`config.mk`:
```
export PLATFORM = sky130hd
export DESIGN_NAME = mem_arbiter_flat
export DESIGN_NICKNAME = d
export VERILOG_FILES = /design/src/rtl/mem_arbiter_pkg.sv /design/src/rtl/mem_arbiter_if.sv /design/src/rtl/mem_arb_rr.sv /design/src/rtl/mem_arbiter.sv /design/src/flat_wrapper.sv
export SDC_FILE = /design/constraint.sdc
export NUM_CORES = 1
export LEC_CHECK = 0
export ABC_AREA = 0
export CORE_UTILIZATION = 37
export CTS_BUF_LIST = sky130_fd_sc_hd__clkbuf_4
export DETAILED_ROUTE_END_ITERATION = 8
export PLACE_DENSITY = 0.8
export SYNTH_ARGS = -nofsm -noshare
export SYNTH_HDL_FRONTEND = slang
export SYNTH_SLANG_ARGS = --single-unit
```
`constraint.sdc`:
```
create_clock -name Clk -period 2.5 [get_ports Clk]
set_clock_uncertainty 0.2 [all_clocks]
set_input_delay 0.375 -clock Clk [delete_from_list [all_inputs] [get_ports Clk]]
set_output_delay 0.375 -clock Clk [all_outputs]
set_load 0.01 [all_outputs]
```
`src/rtl/mem_arbiter_pkg.sv`:
```
`default_nettype none
// ============================================================================
//  Module      : mem_arb_pkg
//  Description : Shared types and limits for the two-port SRAM arbiter.
//  Revision    : 1.0  initial release
// ============================================================================
package mem_arb_pkg;

    // Arbiter controller states; the fourth encoding is unused and recovers to idle
    typedef enum logic [1:0] {
        ST_IDLE   = 2'd0,
        ST_ACCESS = 2'd1,
        ST_DONE   = 2'd2
    } state_t;

    // Requester identity, also the encoding of the grant output
    typedef enum logic {
        ID_CPU = 1'b0,
        ID_DBG = 1'b1
    } req_id_t;

    localparam int WAIT_CYCLES_MIN = 1;
    localparam int WAIT_CYCLES_MAX = 15;

endpackage
`default_nettype wire

```
`src/rtl/mem_arbiter_if.sv`:
```
`default_nettype none
// ============================================================================
//  Module      : mem_arbiter_if
//  Description : Requester handshakes plus SRAM pin bundle of the arbiter.
//  Revision    : 1.0  initial release
// ============================================================================
interface mem_arbiter_if;

    // CPU requester
    logic        cpu_req;
    logic        cpu_we;
    logic [15:0] cpu_addr;
    logic [15:0] cpu_wdata;
    logic [15:0] cpu_rdata;
    logic        cpu_done;

    // Debug / loader requester
    logic        dbg_req;
    logic        dbg_we;
    logic [15:0] dbg_addr;
    logic [15:0] dbg_wdata;
    logic [15:0] dbg_rdata;
    logic        dbg_done;

    // SRAM side, strobes active-low
    logic        Mem_CE;
    logic        Mem_UB;
    logic        Mem_LB;
    logic        Mem_OE;
    logic        Mem_WE;
    logic [19:0] Mem_ADDR;
    logic [15:0] Mem_Dout;
    logic        Mem_Drive;
    logic [15:0] Mem_Din;

    // Status
    logic        busy;
    logic        grant;

    // Environment side: requesters and the SRAM data return
    modport master (
        output cpu_req, cpu_we, cpu_addr, cpu_wdata,
        input  cpu_rdata, cpu_done,
        output dbg_req, dbg_we, dbg_addr, dbg_wdata,
        input  dbg_rdata, dbg_done,
        input  Mem_CE, Mem_UB, Mem_LB, Mem_OE, Mem_WE,
        input  Mem_ADDR, Mem_Dout, Mem_Drive,
        output Mem_Din,
        input  busy, grant
    );

    // Arbiter side
    modport slave (
        input  cpu_req, cpu_we, cpu_addr, cpu_wdata,
        output cpu_rdata, cpu_done,
        input  dbg_req, dbg_we, dbg_addr, dbg_wdata,
        output dbg_rdata, dbg_done,
        output Mem_CE, Mem_UB, Mem_LB, Mem_OE, Mem_WE,
        output Mem_ADDR, Mem_Dout, Mem_Drive,
        input  Mem_Din,
        output busy, grant
    );

endinterface
`default_nettype wire

```
`src/rtl/mem_arb_rr.sv`:
```
`default_nettype none
// ============================================================================
//  Module      : mem_arb_rr
//  Description : Two-way round-robin select; a tie goes to the requester
//                that did not own the previous transaction.
//  Revision    : 1.0  initial release
// ============================================================================
module mem_arb_rr
    import mem_arb_pkg::*;
(
    input  wire logic    cpu_req,
    input  wire logic    dbg_req,
    input  req_id_t      last_grant,
    output req_id_t      winner
);

    // Pick the lone requester, or alternate on a tie
    always_comb begin
        winner = ID_CPU;
        if (cpu_req && dbg_req) begin
            winner = (last_grant == ID_CPU) ? ID_DBG : ID_CPU;
        end else if (dbg_req) begin
            winner = ID_DBG;
        end
    end

endmodule
`default_nettype wire

```
`src/rtl/mem_arbiter.sv`:
```
`default_nettype none
// ============================================================================
//  Module      : mem_arbiter
//  Description : Arbitrates CPU and debug requesters onto one asynchronous
//                SRAM; each transaction is WAIT_CYCLES access cycles plus a
//                one-cycle completion pulse.
//  Revision    : 1.0  initial release
// ============================================================================
module mem_arbiter
    import mem_arb_pkg::*;
#(
    parameter int WAIT_CYCLES = 2
)
(
    input  wire logic    Clk,
    input  wire logic    Reset,
    mem_arbiter_if.slave bus
);

    localparam int              CNT_W    = $clog2(WAIT_CYCLES + 1);
    localparam logic [CNT_W-1:0] CNT_LAST = CNT_W'(WAIT_CYCLES - 1);

    generate
        if (WAIT_CYCLES < WAIT_CYCLES_MIN || WAIT_CYCLES > WAIT_CYCLES_MAX) begin : g_bad_wait_cycles
            $error("mem_arbiter: WAIT_CYCLES out of range");
        end
    endgenerate

    state_t           state;
    logic [CNT_W-1:0] cnt;
    req_id_t          owner;
    req_id_t          winner;

    logic             lat_we;
    logic [15:0]      lat_addr;
    logic [15:0]      lat_wdata;

    logic             sel_we;
    logic [15:0]      sel_addr;
    logic [15:0]      sel_wdata;

    logic [15:0]      cpu_rdata_q;
    logic [15:0]      dbg_rdata_q;
    logic             cpu_done_q;
    logic             dbg_done_q;
    logic             busy_q;
    logic             ce_n;
    logic             oe_n;
    logic             we_n;
    logic             drive;

    mem_arb_rr u_rr (
        .cpu_req    (bus.cpu_req),
        .dbg_req    (bus.dbg_req),
        .last_grant (owner),
        .winner     (winner)
    );

    // Route the winning requester's command fields to the latch inputs
    always_comb begin
        sel_we    = bus.cpu_we;
        sel_addr  = bus.cpu_addr;
        sel_wdata = bus.cpu_wdata;
        if (winner == ID_DBG) begin
            sel_we    = bus.dbg_we;
            sel_addr  = bus.dbg_addr;
            sel_wdata = bus.dbg_wdata;
        end
    end

    // Controller: state, access counter, latched command and registered strobes
    always_ff @(posedge Clk or posedge Reset) begin
        if (Reset) begin
            state       <= ST_IDLE;
            cnt         <= '0;
            owner       <= ID_DBG;
            lat_we      <= 1'b0;
            lat_addr    <= '0;
            lat_wdata   <= '0;
            cpu_rdata_q <= '0;
            dbg_rdata_q <= '0;
            cpu_done_q  <= 1'b0;
            dbg_done_q  <= 1'b0;
            busy_q      <= 1'b0;
            ce_n        <= 1'b1;
            oe_n        <= 1'b1;
            we_n        <= 1'b1;
            drive       <= 1'b0;
        end else begin
            case (state)
                ST_IDLE: begin
                    if (bus.cpu_req || bus.dbg_req) begin
                        state     <= ST_ACCESS;
                        cnt       <= '0;
                        owner     <= winner;
                        lat_we    <= sel_we;
                        lat_addr  <= sel_addr;
                        lat_wdata <= sel_wdata;
                        busy_q    <= 1'b1;
                        ce_n      <= 1'b0;
                        oe_n      <= sel_we;
                        we_n      <= ~sel_we;
                        drive     <= sel_we;
                    end
                end

                ST_ACCESS: begin
                    if (cnt == CNT_LAST) begin
                        state <= ST_DONE;
                        ce_n  <= 1'b1;
                        oe_n  <= 1'b1;
                        we_n  <= 1'b1;
                        drive <= 1'b0;
                        // Data is captured on the final access edge, while OE is still low
                        if (!lat_we) begin
                            if (owner == ID_CPU) begin
                                cpu_rdata_q <= bus.Mem_Din;
                            end else begin
                                dbg_rdata_q <= bus.Mem_Din;
                            end
                        end
                        if (owner == ID_CPU) begin
                            cpu_done_q <= 1'b1;
                        end else begin
                            dbg_done_q <= 1'b1;
                        end
                    end else begin
                        cnt <= cnt + 1'b1;
                    end
                end

                ST_DONE: begin
                    state      <= ST_IDLE;
                    cpu_done_q <= 1'b0;
                    dbg_done_q <= 1'b0;
                    busy_q     <= 1'b0;
                end

                default: begin
                    state      <= ST_IDLE;
                    cpu_done_q <= 1'b0;
                    dbg_done_q <= 1'b0;
                    busy_q     <= 1'b0;
                    ce_n       <= 1'b1;
                    oe_n       <= 1'b1;
                    we_n       <= 1'b1;
                    drive      <= 1'b0;
                end
            endcase
        end
    end

    // Byte lanes are always enabled together with chip enable
    assign bus.Mem_CE    = ce_n;
    assign bus.Mem_UB    = ce_n;
    assign bus.Mem_LB    = ce_n;
    assign bus.Mem_OE    = oe_n;
    assign bus.Mem_WE    = we_n;
    assign bus.Mem_Drive = drive;
    assign bus.Mem_ADDR  = {4'h0, lat_addr};
    assign bus.Mem_Dout  = lat_wdata;

    assign bus.cpu_rdata = cpu_rdata_q;
    assign bus.dbg_rdata = dbg_rdata_q;
    assign bus.cpu_done  = cpu_done_q;
    assign bus.dbg_done  = dbg_done_q;
    assign bus.busy      = busy_q;
    assign bus.grant     = owner;

endmodule
`default_nettype wire

```
`src/flat_wrapper.sv`:
```
// flat-port wrapper written by rule: the top's interface ports become plain ports
module mem_arbiter_flat import mem_arb_pkg::*;
#(
    parameter int WAIT_CYCLES = 2
)
  (Clk, Reset, bus_cpu_req, bus_cpu_we, bus_cpu_addr, bus_cpu_wdata, bus_cpu_rdata, bus_cpu_done, bus_dbg_req, bus_dbg_we, bus_dbg_addr, bus_dbg_wdata, bus_dbg_rdata, bus_dbg_done, bus_Mem_CE, bus_Mem_UB, bus_Mem_LB, bus_Mem_OE, bus_Mem_WE, bus_Mem_ADDR, bus_Mem_Dout, bus_Mem_Drive, bus_Mem_Din, bus_busy, bus_grant);
  mem_arbiter_if bus_i ();
  input  wire logic Clk;
  input  wire logic Reset;
  input wire logic [$bits(bus_i.cpu_req)-1:0] bus_cpu_req;
  input wire logic [$bits(bus_i.cpu_we)-1:0] bus_cpu_we;
  input wire logic [$bits(bus_i.cpu_addr)-1:0] bus_cpu_addr;
  input wire logic [$bits(bus_i.cpu_wdata)-1:0] bus_cpu_wdata;
  output wire logic [$bits(bus_i.cpu_rdata)-1:0] bus_cpu_rdata;
  output wire logic [$bits(bus_i.cpu_done)-1:0] bus_cpu_done;
  input wire logic [$bits(bus_i.dbg_req)-1:0] bus_dbg_req;
  input wire logic [$bits(bus_i.dbg_we)-1:0] bus_dbg_we;
  input wire logic [$bits(bus_i.dbg_addr)-1:0] bus_dbg_addr;
  input wire logic [$bits(bus_i.dbg_wdata)-1:0] bus_dbg_wdata;
  output wire logic [$bits(bus_i.dbg_rdata)-1:0] bus_dbg_rdata;
  output wire logic [$bits(bus_i.dbg_done)-1:0] bus_dbg_done;
  output wire logic [$bits(bus_i.Mem_CE)-1:0] bus_Mem_CE;
  output wire logic [$bits(bus_i.Mem_UB)-1:0] bus_Mem_UB;
  output wire logic [$bits(bus_i.Mem_LB)-1:0] bus_Mem_LB;
  output wire logic [$bits(bus_i.Mem_OE)-1:0] bus_Mem_OE;
  output wire logic [$bits(bus_i.Mem_WE)-1:0] bus_Mem_WE;
  output wire logic [$bits(bus_i.Mem_ADDR)-1:0] bus_Mem_ADDR;
  output wire logic [$bits(bus_i.Mem_Dout)-1:0] bus_Mem_Dout;
  output wire logic [$bits(bus_i.Mem_Drive)-1:0] bus_Mem_Drive;
  input wire logic [$bits(bus_i.Mem_Din)-1:0] bus_Mem_Din;
  output wire logic [$bits(bus_i.busy)-1:0] bus_busy;
  output wire logic [$bits(bus_i.grant)-1:0] bus_grant;
  assign bus_i.cpu_req = bus_cpu_req;
  assign bus_i.cpu_we = bus_cpu_we;
  assign bus_i.cpu_addr = bus_cpu_addr;
  assign bus_i.cpu_wdata = bus_cpu_wdata;
  assign bus_cpu_rdata = bus_i.cpu_rdata;
  assign bus_cpu_done = bus_i.cpu_done;
  assign bus_i.dbg_req = bus_dbg_req;
  assign bus_i.dbg_we = bus_dbg_we;
  assign bus_i.dbg_addr = bus_dbg_addr;
  assign bus_i.dbg_wdata = bus_dbg_wdata;
  assign bus_dbg_rdata = bus_i.dbg_rdata;
  assign bus_dbg_done = bus_i.dbg_done;
  assign bus_Mem_CE = bus_i.Mem_CE;
  assign bus_Mem_UB = bus_i.Mem_UB;
  assign bus_Mem_LB = bus_i.Mem_LB;
  assign bus_Mem_OE = bus_i.Mem_OE;
  assign bus_Mem_WE = bus_i.Mem_WE;
  assign bus_Mem_ADDR = bus_i.Mem_ADDR;
  assign bus_Mem_Dout = bus_i.Mem_Dout;
  assign bus_Mem_Drive = bus_i.Mem_Drive;
  assign bus_i.Mem_Din = bus_Mem_Din;
  assign bus_busy = bus_i.busy;
  assign bus_grant = bus_i.grant;
  mem_arbiter #(.WAIT_CYCLES(WAIT_CYCLES)) u_core (.Clk(Clk), .Reset(Reset), .bus(bus_i));
endmodule
```
=== Word level (Yosys, flattened, before mapping) ===
Cells that the tools add are included.

* Output and inout port bits: 78
* Input bits: 86
* Register bits after elaboration: 77
* Logic and storage cells: 72

* Add/sub/neg operators: 1
* Reduce and logical (&&, ||, !) cells: 13
* Bitwise logic cells: 6
* Eq/ne operators: 8
* Mux-type cells: 29

{| class="wikitable"
|+ Operator list
! cell !! count
|-
| 2-to-1 mux 16 bit || 2
|-
| 2-to-1 mux 1 bit || 14
|-
| case mux 1 bit (3 select lines) || 4
|-
| AND reduction 3 bit || 4
|-
| 2-to-1 mux 2 bit || 4
|-
| case mux 2 bit (2 select lines) || 2
|-
| AND reduction 4 bit || 2
|-
| inequality test 2 x 1 -> 1 bit, second input constant || 3
|-
| inverter 1 bit || 6
|-
| case mux 1 bit (2 select lines) || 3
|-
| AND reduction 2 bit || 3
|-
| equality test 2 x 1 -> 1 bit, second input constant || 2
|-
| inequality test 2 bit, second input constant || 2
|-
| adder 2 x 1 -> 2 bit, second input constant || 1
|-
| equality test 2 bit, second input constant || 1
|-
| logical NOT 2 bit || 1
|-
| nonzero test 2 bit || 1
|-
| logical AND 1 bit || 1
|-
| logical OR 1 bit || 1
|}

=== Depth between registers and ports, before layout ===
* Depth after elaboration: 6
* Gate-level depth with buffers: 7
* Depth with buffers taken out: 5

=== Cells and area by module ===
A second synthesis with hierarchy kept.

* Cell total of the unflattened synthesis: 265
* Area, all modules: 3383.2 um2

{| class="wikitable"
|+ By module, submodules not included
! module !! instances !! cells each !! sequential area each (um2) !! area an instance (um2)
|-
| mem_arbiter || 1 || 264 || 1931.9 || 3372.0
|-
| mem_arb_rr || 1 || 1 || 0.0 || 11.3
|}

=== Worst setup path after synthesis ===
No wires, ideal clock.

* Kind: register to register
* From: register u_core.cnt[1]
* To: register u_core.cpu_rdata_q[0], in the netlist u_core.bus.cpu_rdata[0]
* Library setup time: 125 ps
* Arrival: 1622 ps
* Stages on the path, launching flop included: 7
* Clock period less this slack: 1947 ps
* Buffers on the path: 1
* Path slack: 553 ps
* Required time: 2175 ps
* Cell sequence: dfrtp_1 > inv_1 > ha_1 > nand3b_4 > nor3_2 > buf_4 > mux2_2

* Cells in the longest elaborated chain, start to end: 2

{| class="wikitable"
|+ RTL lines
! what !! RTL line !! source
|-
| from (decl) || mem_arbiter.sv:30 || <nowiki>logic [CNT_W-1:0] cnt;</nowiki>
|-
| from (signal assigned) || mem_arbiter.sv:128 || <nowiki>cnt <= cnt + 1'b1;</nowiki>
|-
| equality test 2 x 1 -> 1 bit || mem_arbiter.sv:108 || <nowiki>if (cnt == CNT_LAST) begin</nowiki>
|-
| AND reduction 4 bit (no source line) || - ||
|-
| to (signal assigned) || mem_arbiter.sv:117 || <nowiki>cpu_rdata_q <= bus.Mem_Din;</nowiki>
|-
| to (decl) || mem_arbiter.sv:42 || <nowiki>logic [15:0] cpu_rdata_q;</nowiki>
|}

Every way passes these cells.
A chain may end at the register's enable or synchronous reset.

=== Worst setup path in the final report ===
* From: register u_core.owner, in the netlist u_core.bus.grant
* To: output port bus_grant

{| class="wikitable"
|+ RTL lines
! what !! RTL line !! source
|-
| from (decl) || mem_arbiter.sv:31 || <nowiki>req_id_t owner;</nowiki>
|-
| from (signal assigned) || mem_arbiter.sv:95 || <nowiki>owner <= winner;</nowiki>
|-
| to (decl) || flat_wrapper.sv:32 || <nowiki>output wire logic [$bits(bus_i.grant)-1:0] bus_grant;</nowiki>
|}

No word-level cell between the ends.

==> metrics <==
GRT Util Overall=17.1%; slowest CP cell=dfstp_2; setup tns final=0 ns; Register Area=0.00193 mm²; antenna violations before repair=0; ANT cells=0; critical path required time=1.92 ns; TritonCTS sink count=77; gr ovfl total=0; hold buffers post-CTS=0; die height=roughly 96 µm; fin. max-slew vios=0; # setup viols final=0; kind of critical path=reg -> out; top cell type's share of synthesized area=55.5%; DP HPWL=5960 µm; critical path startpoint category=register; r2r endpoint=u_core.bus.dbg_rdata[2]; flop2flop setup slack=0.47 ns; clk_lat worst skew=0.41 ns; RSZ-0062 raised after global routing=false; Total Wirelength=about 7800 µm; area leader, netlist=dfrtp_1; Post-CTS Setup Repair Bufs=0; critical path's top delay family=flip-flops; placement row count=34; count of cell types in the netlist=30; Crit. End Element=primary output; sequential-to-total area share from yosys stat=58.7%; Die W=96.3 µm; DRC Markers=0; hold crit path type=in -> async; DRT antenna net count=0; share of layout cells above drive strength 1=15.1%; Clock Root Buffer=clkbuf_4; Leak Pwr=about 2.2 nW; hold slack=0.0444 ns; Worst EP arrival=1.62 ns; CTS tree=yes; peak supply drop=0.399 mV; Nets=about 500; CP peak stage delay=approximately 0.65 ns; crit-path cells=clkdlybuf4s50_1; placer congestion estimate=around 0.7; Die ar.=about 0.0093 mm²; synth top area cells=dfrtp_1 55%, mux2i_1 9.7%, mux2_2 7.5%; MaxCap Viol Count=0; CTS buffer count=9; htree depth=3; largest net degree at the start of global routing=50; PD cells=around 1100 mW/mm²; FILL cells=about 750; outcome=complete, no violations; most common library cell in the layout ignoring fill and taps=clkdlybuf4s50_1; final hold violation count=0; clock buffer depth=2; Vias=2563; 1st-iter DRT viols=66; DR pass1 iterations=4; I/O pin cnt=164; Final WS setup=approximately 0.31 ns; Buf+Inv Stages, Crit Path=1; clock-pin slew on the worst setup and hold paths=0.12 ns; first-pass GRT wire length=11900 µm; synthesized instance count=265; Core ar.=0.00868 mm²; I/O Buffers=159; Initial Util=37.9%; Worst R2R Path Depth=6; syn avg cell area=~12 µm²; CTS resizes=0; RR Startpoint=u_core.cnt[1]; synth warn=0; area of the multi-input gates=~0.0012 mm²; synthesized area=approximately 0.0033 mm²; worst slack at placement=about 0.32 ns; Max Freq=456 MHz; Period minus WS final=2.19 ns; Area growth syn-to-layout=56.5%; fin crit share=between 80% and 90%; number of global-route vias before repair=2564; utilization after layout=about three fifths; number of cells on the critical path=1; DR vias/cell=4.76; critical path peak fanout=7; synthesis-stage register bit count=77; most frequent cells in the layout=159 x clkdlybuf4s50_1, 73 x dfrtp_1, 37 x nand2_1; WL per Instance=around 15 µm
Yosys cell counts:
library cell / number
nand2b_1: 1
clkbuf_1: 5
buf_2: 6
o21ai_1: 1
nand3_1: 3
mux2_4: 10
conb_1: 1
nor3_2: 1
or3b_2: 1
nor2_1: 6
mux2i_1: 32
a31oi_1: 3
buf_12: 1
dfrtp_1: 73
nand2_1: 37
nand3b_4: 1
ha_1: 1
and3_1: 1
buf_4: 7
buf_6: 1
o21a_1: 1
o22ai_1: 1
o211a_1: 1
o21ai_0: 36
or3_1: 1
dfstp_2: 4
a21oi_1: 1
a21boi_0: 1
inv_1: 5
mux2_2: 22
state kept, by name (all words and copies together), names as in the netlist:
name	flops
u_core.bus.Mem_CE	1
u_core.bus.Mem_Dout	16
u_core.bus.Mem_Drive	1
u_core.bus.Mem_OE	1
u_core.bus.Mem_WE	1
u_core.bus.busy	1
u_core.bus.cpu_done	1
u_core.bus.cpu_rdata	16
u_core.bus.dbg_done	1
u_core.bus.dbg_rdata	16
u_core.bus.grant	1
u_core.cnt	2
u_core.lat_addr	16
u_core.lat_we	1
u_core.state	2
metal layers:
layer,vias up,GRT usage [%],share of wire [%]
li1,1232,-,-
met1,1197,19.6,41
met2,120,28.5,47
met3,14,5.85,11
met4,0,8.21,1.8
met5,-,0,0
where the power goes:
group | switching, W | internal, W | total (W)
clock network | 0.000420 | 0.000314 | 0.000734
logic | 0.00119 | 0.00170 | 0.00289
registers | 0.000369 | 0.00189 | 0.00226
total | 0.00198 | 0.00390 | 0.00589
worst max-delay path by stage:
| stage | startpoint | end | slack [ns] |
|---|---|---|---|
| 3_3_place_gp | bus_dbg_req | u_core.bus.Mem_OE | 0.35 |
| 4_1_cts | u_core.bus.grant | bus_grant | 0.26 |
| 3_5_place_dp | bus_dbg_req | u_core.bus.Mem_Drive | 0.32 |
| 5_1_grt | u_core.bus.grant | bus_grant | 0.23 |
| 2_1_floorplan | u_core.cnt[1] | u_core.bus.cpu_rdata[0] | 0.55 |
| 6_report | u_core.bus.grant | bus_grant | 0.31 |
cell families after synthesis:
logic type | share of synthesized area (%)
DFF | 58.7
AOI/OAI and AO/OA | 7.30
buffers and inverters | 4.60
other | 0.114
muxes | 21.8
adders and majority gates | 0.380
and+or+nand+nor | 7.11
final cells by class:
class / instances / share of cell area [%]
Inverter: 5 / 0.437
Timing Repair Buffer: 166 / 32.6
Tap cell: 108 / 2.62
Multi-Input combinational cell: 166 / 24.1
Sequential cell: 77 / 37.5
Clock buffer: 10 / 1.46
Clock inverter: 6 / 1.24
metrics by stage:
stage               area (µm²)  cells  power (W)
finish                    5150    538    0.00589
detailed placement        5010    522    0.00523
CTS                       5150    538    0.00598
global route              5150    538    0.00633
floorplan                 3310    268    0.00360
global placement          5010    522    0.00511
(Power assumes the default switching activity.)
